[config.mk]
export PLATFORM = sky130hd
export DESIGN_NAME = instr_fetch_unit
export DESIGN_NICKNAME = d
export VERILOG_FILES = /design/src/rtl/kgp_defs_pkg.sv /design/src/rtl/branch_target_unit.sv /design/src/rtl/instr_fetch_unit.sv
export SDC_FILE = /design/constraint.sdc
export NUM_CORES = 1
export LEC_CHECK = 0
export CAP_MARGIN = 5
export CORE_ASPECT_RATIO = 0.6
export CORE_MARGIN = 2
export CORE_UTILIZATION = 45
export CTS_CLUSTER_DIAMETER = 40
export DETAILED_ROUTE_END_ITERATION = 7
export HOLD_SLACK_MARGIN = 0.08
export PLACE_DENSITY = 0.81
export SYNTH_ARGS = -nofsm -noshare
export SYNTH_HDL_FRONTEND = slang
export SYNTH_SLANG_ARGS = --single-unit
[constraint.sdc]
create_clock -name clk -period 5.3 [get_ports clk]
set_input_delay 0.795 -clock clk [delete_from_list [all_inputs] [get_ports clk]]
set_output_delay 0.795 -clock clk [all_outputs]
set_load 0.01 [all_outputs]
[src/rtl/kgp_defs_pkg.sv]
// Shared KGP core definitions: widths, instruction field positions, opcodes, and the
// fetch state encoding.
package kgp_defs_pkg;

  localparam int unsigned XLEN   = 32;
  localparam int unsigned OP_W   = 6;
  localparam int unsigned REG_W  = 5;
  localparam int unsigned IMM_W  = 16;
  localparam int unsigned FUNC_W = 11;
  localparam int unsigned LBL_W  = 26;

  localparam int unsigned OP_MSB  = 31;
  localparam int unsigned OP_LSB  = 26;
  localparam int unsigned RS_MSB  = 25;
  localparam int unsigned RS_LSB  = 21;
  localparam int unsigned RT_MSB  = 20;
  localparam int unsigned RT_LSB  = 16;
  localparam int unsigned IMM_MSB = 15;
  localparam int unsigned FUNC_MSB = 10;
  localparam int unsigned LBL_MSB = 25;

  localparam logic [OP_W-1:0] OP_BLTZ = 6'b000111;
  localparam logic [OP_W-1:0] OP_BZ   = 6'b001000;
  localparam logic [OP_W-1:0] OP_BNZ  = 6'b001001;
  localparam logic [OP_W-1:0] OP_BR   = 6'b001010;
  localparam logic [OP_W-1:0] OP_B    = 6'b001011;
  localparam logic [OP_W-1:0] OP_BL   = 6'b001100;
  localparam logic [OP_W-1:0] OP_BCY  = 6'b001101;
  localparam logic [OP_W-1:0] OP_BNCY = 6'b001110;
  localparam logic [OP_W-1:0] OP_HALT = 6'b111111;

  typedef enum logic [1:0] {
    ST_IDLE  = 2'd0,
    ST_FETCH = 2'd1,
    ST_EXEC  = 2'd2,
    ST_HALT  = 2'd3
  } state_e;

endpackage

[src/rtl/branch_target_unit.sv]
// Branch resolution for the retiring instruction: evaluates the branch condition,
// forms the target, and selects the next PC.
module branch_target_unit
  import kgp_defs_pkg::*;
(
  input  logic [OP_W-1:0]  opcode,
  input  logic [LBL_W-1:0] label,
  input  logic [XLEN-1:0]  pc,
  input  logic [XLEN-1:0]  rs_data,
  input  logic             carry_flag,
  input  logic             branch,
  input  logic             jumpAddr,
  input  logic             lblSel,
  output logic [XLEN-1:0]  next_pc
);

  logic            taken;
  logic [XLEN-1:0] seq_pc;
  logic [XLEN-1:0] off16;
  logic [XLEN-1:0] off26;
  logic [XLEN-1:0] target;

  assign seq_pc = pc + XLEN'(4);
  assign off16  = {{(XLEN-IMM_W-2){label[IMM_W-1]}}, label[IMM_W-1:0], 2'b00};
  assign off26  = {{(XLEN-LBL_W-2){label[LBL_W-1]}}, label, 2'b00};

  always_comb begin
    taken = 1'b0;
    case (opcode)
      OP_BLTZ:           taken = rs_data[XLEN-1];
      OP_BZ:             taken = (rs_data == '0);
      OP_BNZ:            taken = (rs_data != '0);
      OP_BR, OP_B, OP_BL: taken = 1'b1;
      OP_BCY:            taken = carry_flag;
      OP_BNCY:           taken = !carry_flag;
      default:           taken = 1'b0;
    endcase
  end

  always_comb begin
    target = seq_pc + off26;
    if (jumpAddr)    target = {rs_data[XLEN-1:2], 2'b00};
    else if (lblSel) target = seq_pc + off16;
  end

  assign next_pc = (branch && taken) ? target : seq_pc;

endmodule

[src/rtl/instr_fetch_unit.sv]
// Fetch / next-PC stage: owns pc and ir, runs the imem handshake, decodes the
// instruction fields, and advances pc when the instruction retires.
module instr_fetch_unit
  import kgp_defs_pkg::*;
#(
  parameter logic [XLEN-1:0] RESET_PC = 32'h0000_0000
) (
  input  logic              clk,
  input  logic              rst,
  output logic              imem_req,
  output logic [XLEN-1:0]   imem_addr,
  input  logic              imem_valid,
  input  logic [XLEN-1:0]   imem_rdata,
  output logic [OP_W-1:0]   opcode,
  output logic [FUNC_W-1:0] func,
  output logic [REG_W-1:0]  rs,
  output logic [REG_W-1:0]  rt,
  output logic [IMM_W-1:0]  imm,
  output logic [XLEN-1:0]   pc,
  output logic [XLEN-1:0]   link_addr,
  output logic              instr_valid,
  input  logic              branch,
  input  logic              jumpAddr,
  input  logic              lblSel,
  input  logic [XLEN-1:0]   rs_data,
  input  logic              carry_flag,
  input  logic              exec_stall,
  output logic              retire,
  output logic              halted
);

  state_e          state_q;
  state_e          state_d;
  logic [XLEN-1:0] pc_q;
  logic [XLEN-1:0] ir_q;
  logic [XLEN-1:0] next_pc;
  logic            is_halt;

  assign opcode    = ir_q[OP_MSB:OP_LSB];
  assign rs        = ir_q[RS_MSB:RS_LSB];
  assign rt        = ir_q[RT_MSB:RT_LSB];
  assign imm       = ir_q[IMM_MSB:0];
  assign func      = ir_q[FUNC_MSB:0];
  assign pc        = pc_q;
  assign imem_addr = pc_q;
  assign link_addr = pc_q + XLEN'(4);
  assign is_halt   = (opcode == OP_HALT);

  branch_target_unit u_btu (
    .opcode     (opcode),
    .label      (ir_q[LBL_MSB:0]),
    .pc         (pc_q),
    .rs_data    (rs_data),
    .carry_flag (carry_flag),
    .branch     (branch),
    .jumpAddr   (jumpAddr),
    .lblSel     (lblSel),
    .next_pc    (next_pc)
  );

  // State register
  always_ff @(posedge clk) begin
    if (rst) state_q <= ST_IDLE;
    else     state_q <= state_d;
  end

  // pc and ir; ir only captures responses that arrive while fetching
  always_ff @(posedge clk) begin
    if (rst) begin
      pc_q <= RESET_PC;
      ir_q <= '0;
    end else begin
      if (state_q == ST_FETCH && imem_valid) ir_q <= imem_rdata;
      if (retire) pc_q <= next_pc;
    end
  end

  // Next-state logic
  always_comb begin
    state_d = state_q;
    case (state_q)
      ST_IDLE:  state_d = ST_FETCH;
      ST_FETCH: if (imem_valid) state_d = ST_EXEC;
      ST_EXEC: begin
        if (is_halt)          state_d = ST_HALT;
        else if (!exec_stall) state_d = ST_FETCH;
      end
      ST_HALT:  state_d = ST_HALT;
      default:  state_d = ST_IDLE;
    endcase
  end

  // Output decode; retire is suppressed while reset is applied
  always_comb begin
    imem_req    = 1'b0;
    instr_valid = 1'b0;
    retire      = 1'b0;
    halted      = 1'b0;
    case (state_q)
      ST_FETCH: imem_req = 1'b1;
      ST_EXEC: begin
        instr_valid = 1'b1;
        retire      = !is_halt && !exec_stall && !rst;
      end
      ST_HALT:  halted = 1'b1;
      default:  ;
    endcase
  end

endmodule

==> flow_metrics.tcl, run 1 <==
set metrics [dict create \
    regToRegStartpoint "imem_addr[2]" \
    grt_first_pass_wirelength_um 34800 \
    crit_family "compound AO/OA/AOI/OAI gates" \
    worst-endpoint-arrival_ps 4900 \
    final_hold_viol_count 0 \
    worst_setup_path_start_kind "register" \
    yosys.area.top_type "dfxtp_1" \
    synth-seq-area-share_pct 21.9 \
    status "finished, final reports clean" \
    post_synth_num_cell_types 77 \
    tritoncts_num_sinks 64 \
    clock_tree.root_cell "clkbuf_16" \
    max_slew.worst_pin.slew_ps 673 \
    post_synth_edffs 0 \
    detail_route.iter0.violations 669 \
    std_cell_rows 32 \
    critPathRequiredTime_ps 5520 \
    crit_path_end_kind "register" \
    dpl.cell_count 1108 \
    num_antenna_cells 0 \
    timing.final.ws_setup_ps 625 \
    reg2reg_slack_ps 630 \
    vias 6623 \
    finalWeightedCongestion 0.983 \
    r2r_cells 16 \
    grt.overflow.total 0 \
    fill_cells 1194 \
    average_wire_per_cell_in_the_routed_design_um 20.1 \
    htreeDepth 3 \
    synth.cell_area_mm2 0.00586 \
    postCtsSetupBuffers 0 \
    design.core.area_mm2 0.0128 \
    numCtsBuffers 9 \
    drc_violations_left 0 \
    initial_utilization_pct 45.9 \
    ys_warnings 0 \
    ys_async_sr_fraction_pct 0 \
    die-area_mm2 0.0140 \
    p_leak_nw 3.11 \
    detail-route-antenna-nets 0 \
    multi_input_area_mm2 0.00398 \
    drtPass1Iterations 5 \
    hold_buffers 0 \
    cts.repair.resized 0 \
    critPathKind "reg2reg" \
    reg2reg_to "imem_addr[28]" \
    slew_headroom_pct 55.0 \
    grt_util_all_layers_pct 32.4 \
    final_period_minus_worst_setup_slack_ps 4670 \
    finish.net_count 1053 \
    die_width_um 151 \
    netlist_top_cells_area "dfxtp_1 (22%), nand2_1 (8.3%), a21oi_1 (6.7%)" \
    irDropWorstVdd_mv 0.147 \
    min_delay_path_depth 2 \
    worst_hold_path.endpoint "ir_q[20]" \
    synth_seq_cells 64 \
    postLayoutCellArea_mm2 0.00806 \
    synthToLayoutAreaGrowth_pct 37.5 \
    avg_vias_per_cell 5.89 \
    area.sequential_mm2 0.00128 \
    critical_path.max_stage_delay_ps 560 \
    placement.io_buffers 208 \
    crit_path_cell_trace "ha_1 > nand3_1 > nor2_1 > and3_1 > nand3_1 > xnor2_1 > ha_1 > nand2_1 > o21ai_0 > a21oi_1 > o21ai_0 > a31oi_1 > a211oi_1 > o221ai_1 > xor2_1 > o22ai_2" \
    rsz_0062_raised_after_global_routing "no" \
    place_ws_ps 757 \
    worst_hold_startpoint "ir_q[20]" \
    report.final.slew_viol_count 0 \
    crit_path_max_fanout 9 \
    critPathSlowestCell "a31oi_1" \
    synth_top_area_share_pct 21.9 \
    worst_clock_skew_ps 6.42 \
    power_density_cells_mw_per_mm2 179 \
    synth.avg_cell_area_um2 7.29 \
    synth_flop_cell "dfxtp_1" \
    finalNonFillerCells 1124 \
    path_buf_inv 0 \
    placedInstanceArea_mm2 0.00773 \
    grt_antenna_before_repair 0 \
    drive_above_1_share_pct 4.93 \
    max-cap-violations 0 \
    syn-instance-count 804 \
    grt_pass1_vias 6107 \
    total_neg_setup_slack_ps 0 \
    max-clock-path-buffers 2 \
    clk_latency_ps 340 \
    fp.dieH_um 92.4 \
    clock.fmax_mhz 214 \
    cts_tree "yes" \
    clk_pin_slew_ps 60 \
    routed_wirelength_um 22600 \
    setup_viol 0 \
    top_level_ports 215 \
    hold_class "reg2reg" \
    grt_start_max_net_pins 60 \
    post-route-period-util_pct 88.2 \
    place.detailed.hpwl_um 17100 \
]
## cells in the mapped netlist, types with 3 or more instances
cell type	number
xnor2_1	35
o31ai_1	5
nand4_1	8
nor2_1	40
inv_1	24
nand2_1	129
a31oi_1	9
and4_1	4
o21a_1	8
nor2b_1	5
dfxtp_1	64
o21ai_1	3
nand3b_1	3
buf_2	6
a21o_1	12
nor3_1	18
and3_1	12
nor3b_1	3
o221ai_1	5
and2_1	9
o21ai_0	49
buf_4	47
ha_1	31
nand3_1	25
nand2b_1	6
xor2_1	18
mux2i_1	11
or3_1	4
nor4_1	9
o211ai_1	23
clkbuf_1	37
a21oi_1	78
a211oi_1	11
## cell usage in the layout, fill, tap and decap left out, drive strengths merged, types with 6 or more instances in the layout
cell / netlist / routed
buf: 54 / 14
ha: 31 / 31
clkbuf: 37 / 10
dfxtp: 64 / 64
o21ai: 52 / 52
o31ai: 6 / 6
nand2b: 6 / 6
nand4: 11 / 11
nand3: 25 / 25
nor2: 40 / 40
nor4: 11 / 11
mux2i: 11 / 11
o21a: 8 / 8
xor2: 18 / 18
xnor2: 35 / 35
and3: 12 / 12
o211ai: 25 / 25
a21oi: 78 / 78
nor3: 19 / 19
and2: 10 / 10
a21o: 12 / 12
clkdlybuf4s50: 0 / 206
a211oi: 11 / 11
conb: 1 / 6
a31oi: 9 / 9
inv: 24 / 25
nand2: 131 / 131
## cell families (layout without fill, tap and decap cells)
family | after synthesis | count (layout) | share of synthesized area [%]
AND/OR/NAND/NOR | 294 | 294 | 24.8
AO/OA/AOI/OAI | 230 | 230 | 24.8
XOR/XNOR | 56 | 56 | 9.09
adder cells (fa/ha/maj) | 32 | 32 | 6.96
multiplexers | 11 | 11 | 1.88
flip-flops | 64 | 64 | 21.9
other | 1 | 6 | 0.0640
buffers and inverters | 116 | 261 | 10.6
## final cells by class
class / instances / share of cell area [%]
inverter: 25 / 1.16
timing repair buffer: 220 / 26.8
tap: 170 / 2.64
multi-input combinational: 629 / 49.4
sequential: 64 / 15.9
clock inverter: 6 / 1.13
clock buffer: 10 / 2.96
## worst max-delay path by stage
stage | to | from | cells after the start | slack [ps]
floorplan | imem_addr[29] | imem_addr[2] | 16 | 1300
finish | imem_addr[28] | imem_addr[2] | 16 | 630
global route | imem_addr[29] | imem_addr[2] | 16 | 290
CTS | imem_addr[28] | imem_addr[2] | 16 | 720
detailed placement | imem_addr[30] | imem_addr[2] | 16 | 760
global placement | imem_addr[29] | imem_addr[2] | 16 | 900
## power breakdown
| part | switching [mW] | internal, mW | total (mW) | leakage, nW |
|---|---|---|---|---|
| sequential | 0.0183 | 0.495 | 0.514 | 0.519 |
| combinational | 0.124 | 0.120 | 0.244 | 2.43 |
| clock | 0.255 | 0.428 | 0.683 | 0.163 |
## through the flow
| stage | hold slack, ps | power (mW) | utilization, % |
|---|---|---|---|
| final | 473 | 1.44 | 63.1 |
| after global routing | 514 | 1.49 | 63.1 |
| after detailed placement | 470 | 0.764 | 60.5 |
| after CTS | 479 | 1.44 | 63.1 |
| after floorplan | 462 | 0.637 | - |
| after global placement | 461 | 0.762 | 60.5 |
## routing by layer
layer	routed length, um	part of all wire, %	vias up	global-route usage [%]
li1	-	-	3121	-
met1	10600	47	3086	49.6
met2	8960	40	399	44.3
met3	2900	13	17	10.1
met4	181	0.80	0	5.22
met5	0	0	-	0
## state kept, by name (all words and copies together), names as in the netlist
signal	flops
imem_addr	30
ir_q	32
state_q	2
## worst register-to-register path: cells and delay by family, from the launching register on
family | cells | cell delay, ps
AOI/OAI and AO/OA | 7 | 1650
and+or+nand+nor | 5 | 1190
adders and majority gates | 2 | 660
xor gates and xnor gates | 2 | 550
DFF | 1 | 520
Note: power is estimated with default switching activity, not from simulation.
==> run 2: changes to the inputs <==
CORE_MARGIN = 5   (was 2)
SLEW_MARGIN = 10   (was unset)
==> flow_metrics.tcl, run 2 (synthesis results as in run 1) <==
set metrics [dict create \
    initial_utilization_pct 45.8 \
    max_slew.worst_pin.slew_ps 661 \
    hold_class "reg2reg" \
    worst_clock_skew_ps 6.17 \
    grt_start_max_net_pins 60 \
    worst_hold_startpoint "ir_q[22]" \
    max-clock-path-buffers 2 \
    average_wire_per_cell_in_the_routed_design_um 20.0 \
    clk_pin_slew_ps 60 \
    std_cell_rows 32 \
    clk_latency_ps 340 \
    cts.repair.resized 0 \
    crit_path_cell_trace "ha_1 > nand3_1 > nor2_1 > and3_1 > nand3_1 > xnor2_1 > ha_1 > nand2_1 > o21ai_0 > a21oi_1 > o21ai_0 > a31oi_1 > a211oi_1 > o221ai_1 > xor2_1 > o22ai_2" \
    grt.overflow.total 0 \
    report.final.slew_viol_count 0 \
    r2r_cells 16 \
    grt_util_all_layers_pct 28.3 \
    critical_path.max_stage_delay_ps 560 \
    final_period_minus_worst_setup_slack_ps 4600 \
    die-area_mm2 0.0155 \
    numCtsBuffers 9 \
    p_leak_nw 3.07 \
    crit_path_max_fanout 9 \
    grt_antenna_before_repair 0 \
    dpl.cell_count 1107 \
    drc_violations_left 0 \
    irDropWorstVdd_mv 0.171 \
    reg2reg_to "imem_addr[28]" \
    power_density_cells_mw_per_mm2 167 \
    largest_reg_flops 32 \
    worst_setup_path_start_kind "register" \
    post-route-period-util_pct 86.8 \
    post-layout-total-power_mw 1.33 \
    design.core.area_mm2 0.0128 \
    critPathSlowestCell "a31oi_1" \
    finalNonFillerCells 1123 \
    critPathRequiredTime_ps 5520 \
    finish.net_count 1052 \
    vias 6559 \
    critPathKind "reg2reg" \
    finalWeightedCongestion 1.01 \
    postLayoutCellArea_mm2 0.00801 \
    rsz_0062_raised_after_global_routing "no" \
    tritoncts_num_sinks 64 \
    placement.io_buffers 208 \
    clock_tree.root_cell "clkbuf_16" \
    reg2reg_slack_ps 700 \
    place.detailed.hpwl_um 17300 \
    slew_headroom_pct 55.9 \
    die_width_um 157 \
    crit_path_end_kind "register" \
    max-cap-violations 0 \
    num_antenna_cells 0 \
    grt_first_pass_wirelength_um 34500 \
    setup_viol 0 \
    final_cell_mix "clkdlybuf4s50_1 (206), nand2_1 (129), a21oi_1 (78)" \
    detail-route-antenna-nets 0 \
    clock.fmax_mhz 217 \
    worst_hold_path.endpoint "ir_q[22]" \
    final_hold_viol_count 0 \
    leading_cell_type_in_the_layout_fill_and_taps_excluded "clkdlybuf4s50_1" \
    top_level_ports 215 \
    avg_vias_per_cell 5.84 \
    htreeDepth 3 \
    detail_route.iter0.violations 739 \
    routed_wirelength_um 22500 \
    postCtsSetupBuffers 0 \
    hold_buffers 0 \
    placedInstanceArea_mm2 0.00772 \
    worst-endpoint-arrival_ps 4820 \
    synthToLayoutAreaGrowth_pct 36.6 \
    largest-register "ir_q" \
    status "finished, final reports clean" \
    drtPass1Iterations 5 \
    min_delay_path_depth 2 \
    drive_above_1_share_pct 4.83 \
    fp.dieH_um 98.4 \
    cts_tree "yes" \
    total_neg_setup_slack_ps 0 \
    grt_pass1_vias 5997 \
    regToRegStartpoint "imem_addr[2]" \
]
-- run 2: changes by cell type in the layout (fill, tap and decap cells not counted) --
cell,change
buf_4,-1
bufinv_16,-2
clkinv_4,-2
clkinvlp_4,+4
-- run 2: worst max-delay path, delay by kind of cell (launching register included) --
| kind | cells | cell delay (ps) |
|---|---|---|
| AND/OR/NAND/NOR | 5 | 1170 |
| XOR/XNOR | 2 | 540 |
| AO/OA/AOI/OAI | 7 | 1650 |
| flip-flops | 1 | 490 |
| adder cells (fa/ha/maj) | 2 | 630 |
-- run 2: worst max path at each step --
stage               slack [ps]       endpoint         start
floorplan                 1300  imem_addr[29]  imem_addr[2]
global placement           930  imem_addr[30]  imem_addr[2]
detailed placement         840  imem_addr[30]  imem_addr[2]
CTS                        830  imem_addr[28]  imem_addr[2]
global route               370  imem_addr[28]  imem_addr[2]
finish                     700  imem_addr[28]  imem_addr[2]
-- run 2: metal layers --
metal	up-vias	GRT usage, %	wire, um	part of all wire, %
met1	3010	42.5	10300	46
met3	19	10.5	3060	14
met5	-	2.54	53	0.24
met2	400	38.8	8930	40
li1	3128	-	-	-
met4	2	4.16	171	0.76
-- run 2: area by class of cell --
class,count,area [um^2]
clock buffer,10,239
clock inverter,6,43.8
fill,1197,4800
inverter,25,93.8
multi-input combinational,629,3980
sequential,64,1280
tap,170,213
timing repair buffer,219,2150
-- run 2: power by group --
part	internal, mW	leakage (nW)	switching, mW
sequential	0.495	0.519	0.0186
clock	0.330	0.127	0.247
combinational	0.121	2.43	0.122
-- run 2: stage by stage --
stage	worst slack (ps)	hold slack, ps	util [%]
finish	698	485	62.5
global route	374	512	62.5
CTS	826	483	62.5
detailed placement	841	474	60.3
global placement	926	462	60.3
floorplan	1300	462	-
